`src/rtl/mrd_sink_pack_p4_if.sv`:
```
// Upstream sample port and DFT sink port of the 4-lane frame packer.
interface mrd_sink_pack_p4_if #(
    parameter int DW = 18
);
    logic                 in_valid;
    logic                 in_ready;
    logic                 in_sop;
    logic signed [DW-1:0] in_real;
    logic signed [DW-1:0] in_imag;
    logic [11:0]          cfg_dftpts;
    logic [5:0]           cfg_size;
    logic                 sink_valid;
    logic                 sink_ready;
    logic                 sink_sop;
    logic                 sink_eop;
    logic [0:3][DW-1:0]   sink_real;
    logic [0:3][DW-1:0]   sink_imag;
    logic [5:0]           size;
    logic                 frame_err;

    modport master (
        output in_valid, in_sop, in_real, in_imag, cfg_dftpts, cfg_size, sink_ready,
        input  in_ready, sink_valid, sink_sop, sink_eop, sink_real, sink_imag, size, frame_err
    );

    modport slave (
        input  in_valid, in_sop, in_real, in_imag, cfg_dftpts, cfg_size, sink_ready,
        output in_ready, sink_valid, sink_sop, sink_eop, sink_real, sink_imag, size, frame_err
    );
endinterface

```
`src/rtl/mrd_sink_pack_p4.sv`:
```
// Packs serial complex samples into 4-lane beats with sop/eop framing, buffered by a small beat FIFO.
module mrd_sink_pack_p4 #(
    parameter int DW    = 18,
    parameter int DEPTH = 4
) (
    input  logic              clk,
    input  logic              rst_n,
    mrd_sink_pack_p4_if.slave bus
);
    localparam int AW = (DEPTH > 1) ? $clog2(DEPTH) : 1;
    localparam int EW = 8*DW + 2;
    localparam logic [AW:0] FULL = (AW+1)'(DEPTH);

    typedef enum logic [1:0] {IDLE, PACK, DRAIN} state_t;
    state_t state, state_next;

    logic [EW-1:0]      mem [DEPTH];
    logic [AW-1:0]      wr_ptr, rd_ptr;
    logic [AW:0]        fifo_count;
    logic [1:0]         lane;
    logic [9:0]         beats_left;
    logic               first_beat;
    logic [0:2][DW-1:0] hold_real, hold_imag;
    logic [5:0]         size_q;
    logic               err_q;

    logic          ready, accept, push, pop, len_ok, err_event, sink_valid;
    logic [EW-1:0] wr_entry, head;

    assign len_ok = (bus.cfg_dftpts[1:0] == 2'b00) && (bus.cfg_dftpts >= 12'd12) &&
                    (bus.cfg_dftpts <= 12'd1200);
    assign ready      = (state != DRAIN) && (fifo_count < FULL);
    assign accept     = bus.in_valid && ready;
    assign sink_valid = (fifo_count != '0);
    assign pop        = sink_valid && bus.sink_ready;
    assign head       = mem[rd_ptr];
    assign wr_entry   = {hold_real, bus.in_real, hold_imag, bus.in_imag, first_beat, beats_left == 10'd1};

    always_ff @(posedge clk or negedge rst_n) begin
        if (!rst_n) state <= IDLE;
        else        state <= state_next;
    end

    always_comb begin
        state_next = state;
        case (state)
            IDLE:    if (accept && bus.in_sop && len_ok) state_next = PACK;
            PACK:    if (push && beats_left == 10'd1)   state_next = DRAIN;
            DRAIN:   if (pop && head[0])                 state_next = IDLE;
            default: state_next = IDLE;
        endcase
    end

    always_comb begin
        push      = 1'b0;
        err_event = 1'b0;
        case (state)
            IDLE: err_event = accept && bus.in_sop && !len_ok;
            PACK: begin
                push      = accept && (lane == 2'd3);
                err_event = accept && bus.in_sop;
            end
            default: ;
        endcase
    end

    // Lanes 0..2 wait in holding registers; the lane-3 sample goes straight into the FIFO entry.
    always_ff @(posedge clk or negedge rst_n) begin
        if (!rst_n) begin
            lane       <= 2'd0;
            beats_left <= 10'd0;
            first_beat <= 1'b0;
            hold_real  <= '0;
            hold_imag  <= '0;
            size_q     <= 6'd0;
            err_q      <= 1'b0;
        end else begin
            err_q <= err_event;
            if (state == IDLE && accept && bus.in_sop && len_ok) begin
                hold_real[0] <= bus.in_real;
                hold_imag[0] <= bus.in_imag;
                lane         <= 2'd1;
                beats_left   <= bus.cfg_dftpts[11:2];
                first_beat   <= 1'b1;
                size_q       <= bus.cfg_size;
            end else if (state == PACK && accept) begin
                if (lane == 2'd3) begin
                    lane       <= 2'd0;
                    beats_left <= beats_left - 10'd1;
                    first_beat <= 1'b0;
                end else begin
                    hold_real[lane] <= bus.in_real;
                    hold_imag[lane] <= bus.in_imag;
                    lane            <= lane + 2'd1;
                end
            end
        end
    end

    always_ff @(posedge clk) begin
        if (push) mem[wr_ptr] <= wr_entry;
    end

    always_ff @(posedge clk or negedge rst_n) begin
        if (!rst_n) begin
            wr_ptr     <= '0;
            rd_ptr     <= '0;
            fifo_count <= '0;
        end else begin
            if (push) wr_ptr <= wr_ptr + 1'b1;
            if (pop)  rd_ptr <= rd_ptr + 1'b1;
            if (push && !pop)      fifo_count <= fifo_count + 1'b1;
            else if (!push && pop) fifo_count <= fifo_count - 1'b1;
        end
    end

    // Head fields are forced to zero when empty so stale entries never show on the sink bus.
    assign bus.in_ready   = rst_n && ready;
    assign bus.sink_valid = sink_valid;
    assign bus.sink_real  = sink_valid ? head[EW-1 -: 4*DW]      : '0;
    assign bus.sink_imag  = sink_valid ? head[EW-4*DW-1 -: 4*DW] : '0;
    assign bus.sink_sop   = sink_valid && head[1];
    assign bus.sink_eop   = sink_valid && head[0];
    assign bus.size       = size_q;
    assign bus.frame_err  = err_q;
endmodule

```
`src/flat_wrapper.sv`:
```
// flat-port wrapper written by rule: the top's interface ports become plain ports
module mrd_sink_pack_p4_flat 
#(
    parameter int DW    = 18,
    parameter int DEPTH = 4
)
  (clk, rst_n, bus_in_valid, bus_in_sop, bus_in_real, bus_in_imag, bus_cfg_dftpts, bus_cfg_size, bus_sink_ready, bus_in_ready, bus_sink_valid, bus_sink_sop, bus_sink_eop, bus_sink_real, bus_sink_imag, bus_size, bus_frame_err);
  mrd_sink_pack_p4_if #(.DW(DW)) bus_i ();
  input  logic clk;
  input  logic rst_n;
  input wire logic [$bits(bus_i.in_valid)-1:0] bus_in_valid;
  input wire logic [$bits(bus_i.in_sop)-1:0] bus_in_sop;
  input wire logic [$bits(bus_i.in_real)-1:0] bus_in_real;
  input wire logic [$bits(bus_i.in_imag)-1:0] bus_in_imag;
  input wire logic [$bits(bus_i.cfg_dftpts)-1:0] bus_cfg_dftpts;
  input wire logic [$bits(bus_i.cfg_size)-1:0] bus_cfg_size;
  input wire logic [$bits(bus_i.sink_ready)-1:0] bus_sink_ready;
  output wire logic [$bits(bus_i.in_ready)-1:0] bus_in_ready;
  output wire logic [$bits(bus_i.sink_valid)-1:0] bus_sink_valid;
  output wire logic [$bits(bus_i.sink_sop)-1:0] bus_sink_sop;
  output wire logic [$bits(bus_i.sink_eop)-1:0] bus_sink_eop;
  output wire logic [$bits(bus_i.sink_real)-1:0] bus_sink_real;
  output wire logic [$bits(bus_i.sink_imag)-1:0] bus_sink_imag;
  output wire logic [$bits(bus_i.size)-1:0] bus_size;
  output wire logic [$bits(bus_i.frame_err)-1:0] bus_frame_err;
  assign bus_i.in_valid = bus_in_valid;
  assign bus_i.in_sop = bus_in_sop;
  assign bus_i.in_real = bus_in_real;
  assign bus_i.in_imag = bus_in_imag;
  assign bus_i.cfg_dftpts = bus_cfg_dftpts;
  assign bus_i.cfg_size = bus_cfg_size;
  assign bus_i.sink_ready = bus_sink_ready;
  assign bus_in_ready = bus_i.in_ready;
  assign bus_sink_valid = bus_i.sink_valid;
  assign bus_sink_sop = bus_i.sink_sop;
  assign bus_sink_eop = bus_i.sink_eop;
  assign bus_sink_real = bus_i.sink_real;
  assign bus_sink_imag = bus_i.sink_imag;
  assign bus_size = bus_i.size;
  assign bus_frame_err = bus_i.frame_err;
  mrd_sink_pack_p4 #(.DW(DW), .DEPTH(DEPTH)) u_core (.clk(clk), .rst_n(rst_n), .bus(bus_i));
endmodule
```
`config.mk`:
```
export PLATFORM = sky130hd
export DESIGN_NAME = mrd_sink_pack_p4_flat
export DESIGN_NICKNAME = d
export VERILOG_FILES = /design/src/rtl/mrd_sink_pack_p4_if.sv /design/src/rtl/mrd_sink_pack_p4.sv /design/src/flat_wrapper.sv
export SDC_FILE = /design/constraint.sdc
export NUM_CORES = 1
export LEC_CHECK = 0
export BUFFER_PORTS_ARGS = -buffer_cell sky130_fd_sc_hd__buf_2
export CORE_ASPECT_RATIO = 0.7
export CORE_MARGIN = 2
export CORE_UTILIZATION = 42
export DETAILED_ROUTE_END_ITERATION = 8
export GPL_ROUTABILITY_DRIVEN = 0
export RECOVER_POWER = 25
export SETUP_SLACK_MARGIN = 0.15
export SLEW_MARGIN = 30
export SYNTH_ARGS = -nofsm -noshare
export SYNTH_HDL_FRONTEND = slang
export SYNTH_SLANG_ARGS = --single-unit
```
`constraint.sdc`:
```
create_clock -name clk -period 5.76 [get_ports clk]
set_clock_uncertainty 0.15 [all_clocks]
set_input_delay 0 -clock clk [delete_from_list [all_inputs] [get_ports clk]]
set_output_delay 0 -clock clk [all_outputs]
set_load 0.005 [all_outputs]
```
==> key figures <==
Placement
  • Post-placement cell area: 29900 µm²
  • PortBufs: 213
  • Cells after DPL: 2369
  • Post-placement setup slack: 2.89 ns
  • Dpl hpwl: 33.3 mm

Clock tree
  • Clk buf depth: 3
  • H-Tree Depth: 3
  • Clk root buf: clkbuf_16
  • CTS tree: yes
  • Clk sinks: 721
  • Clock Latency Late Sink: 0.60 ns
  • Clock slew at reported path FFs: 0.06 ns
  • Num CTS Buffers: 70

Logic synthesis
  • Syn Inst Count: 1315
  • Post-Synthesis Cell Area: 27700 µm²
  • Largest area contributor in the netlist: edfxtp_1
  • Avg Inst Size Synth: 21.1 µm²
  • Syn_nets: 1386
  • Ys Warns: 0
  • Yosys reg bits: 721
  • Synth top area share: 63.3%
  • Synth cell types: 46
  • Register area share after synthesis: 75.6%
  • Synth area leaders: edfxtp_1 (63%), dfrtp_1 (12%), mux4_2 (12%), mux2_2 (3.5%), and2_1 (3.3%)

Timing
  • Final hold slack: 0.0436 ns
  • RSZ-0062 raised after global routing: no
  • Finish-stage setup viols: 0
  • Fin crit period: 3.39 ns
  • Slew margin rel.: 34.9%
  • Fmax: 0.295 GHz
  • Period Utilization, post-route: 58.8%
  • Setup ws final: 2.37 ns
  • Setup TNS: 0 ns
  • Worst-Margin Slew: 0.976 ns
  • Final hold vios: 0
  • Slew Limit Fails: 0

Drt
  • WL met2: 28.3 mm
  • DRC viols: 0
  • Total number of vias: 13273
  • Post-route ant nets: 0
  • Met3 routed WL: 2.44 mm
  • Top Metal Used: met4
  • M1 wire length: 27.7 mm
  • DRT iter0 DRCs: 970
  • Routed len/inst: 23.2 µm
  • Vias per cell: 5.17
  • Drt pass-1 iters: 5
  • Routed WL: 59.4 mm

Floorplanning
  • Core Area: 65000 µm²
  • Die width: 311 µm
  • Die H: 219 µm
  • Total die area: 68100 µm²
  • Starting Density: 42.6%
  • I/O pin count: 214
  • FP Rows: 78

Job
  • Number of max-cap violations: 0

Power and ir drop
  • Power Total: 16.3 mW
  • Worst VDD drop: 0.000289 V
  • P_leak: 11.7 nW
  • Power Density: 498 nW/µm²

Critical path
  • Crit path kind: register to register
  • Peak fanout along the critical path: 36
  • Largest stage delay, worst path: 0.69 ns
  • CP startpoint kind: register
  • Critical Path AT: 3.72 ns
  • Crit path cell chain: nand4bb_1 -> dlygate4sd3_1 -> and2b_1 -> o211ai_4 -> a21boi_4 -> buf_4 -> mux2_2
  • Slowest-stage cell, CP: buf_4
  • CP endpoint kind: register
  • Worst Path Required: 6.09 ns

Finish
  • Layout Nets: 1699
  • Final instance area: 32800 µm²
  • Fill cells: 5291
  • # diodes: 0
  • Non-Filler Instances: 2566
  • Area growth from synthesis to layout: 18.4%
  • Layout cells sized above 1: 34.6%
  • Fin util: 50.5%

Global route
  • Number of global-route vias before repair: 14287
  • First-pass GRT wire length: 90.0 mm
  • Largest net degree at the start of global routing: 106
  • Initial antenna violation count: 1
  • GRT Total Usage: 17.7%
  • Grt total ovfl: 0

Hold path
  • Hold Path Class: input pin to register

Run status
  • Outcome: finished, final reports clean
-- layout make-up --
cell class              instances  area (µm²)  area share (%)
clock buffers                  95        1980            6.03
clock inverters                35         297           0.904
inverters                      13        48.8           0.149
multi-input cells             517        6410            19.5
flip-flops and latches        721       21000            63.9
well taps                     880        1100            3.35
repair buffers                305        2010            6.13
-- registers in the layout, summed over array words and instances, names as in the netlist --
signal	cells
u_core.wr_ptr	2
u_core.bus.frame_err	1
u_core.hold_imag	54
u_core.beats_left	10
u_core.lane	2
u_core.mem	584
u_core.state	2
u_core.fifo_count	3
u_core.bus.size	6
u_core.first_beat	1
u_core.hold_real	54
u_core.rd_ptr	2
-- power by group --
group / switching [mW] / internal (mW) / total, mW
clock network: 1.91 / 2.61 / 4.52
logic: 1.99 / 2.35 / 4.33
registers: 0.723 / 6.77 / 7.50
total: 4.62 / 11.7 / 16.3
-- critical path, delay by kind of cell, from the launching register on --
kind            cells  cell delay, ns
flops               1            0.42
simple gates        2            0.38
compound gates      2            0.61
mux                 1            0.42
buf+inv             2            1.26
-- cell usage in the layout, fill, tap and decap left out, types with 14 or more instances in the layout --
cell type and n:
and2_1 146, mux2_4 30, nand3_1 14, edfxtp_1 584, clkbuf_16 74, buf_4 16, dlygate4sd3_1 66, buf_2 176
clkbuf_1 52, mux4_2 146, mux2_2 85, dfrtp_1 135
-- kinds of logic after synthesis --
family | after synthesis | share of synthesized area [%]
compound gates | 22 | 0.623
fa+ha+maj | 12 | 0.569
mux | 261 | 16.9
flops | 721 | 75.6
simple gates | 211 | 4.53
xor+xnor | 11 | 0.348
buf+inv | 77 | 1.36
-- cell usage after synthesis (all sizes together) --
master   number
xnor2         9
nor2         13
a21boi        1
nand3        14
o211ai        2
clkbuf       30
and2        146
a211o         1
or2           1
buf          34
or3           2
and2b         2
inv          13
fa            1
mux2        115
nor4bb        1
a22o          1
or4b          1
a21oi         8
a31oi         2
nor2b         1
mux4        146
a311oi        1
nor3b         2
o311ai        1
o211a         1
xor2          2
nand2        13
ha           11
nand4bb       1
nor4          4
o221ai        2
nor3          5
edfxtp      584
dfrtp       137
o21ai         2
and3          5
-- layer usage --
layer	vias to the layer above	global-route usage, %
met3	77	3.45
li1	5837	-
met4	0	4.27
met5	-	0
met2	286	28.1
met1	7073	25.5
-- repair_timing --
action / 4_1_cts / 5_1_grt
endpoints found under the setup margin: 0 / 0
hold buffers: 67 / 0
gates resized for setup: 0 / 0
endpoints found under the hold margin: 358 / 0
setup buffers: 0 / 0
-- final timing paths --
check	depth (start not counted)	slack, ns	to	start
worst min register to register	1	0.35	u_core.bus.size[5]	u_core.bus.size[5]
worst max register to register	7	2.37	u_core.hold_imag[37]	u_core.fifo_count[2]
min in group asynchronous	4	0.46	u_core.hold_real[51]	rst_n
worst min-delay path	3	0.04	u_core.bus.size[0]	bus_cfg_size[0]
worst max-delay path	7	2.37	u_core.hold_imag[37]	u_core.fifo_count[2]
max in group asynchronous	4	4.46	u_core.hold_imag[47]	rst_n
Note: power is estimated with default switching activity, not from simulation.
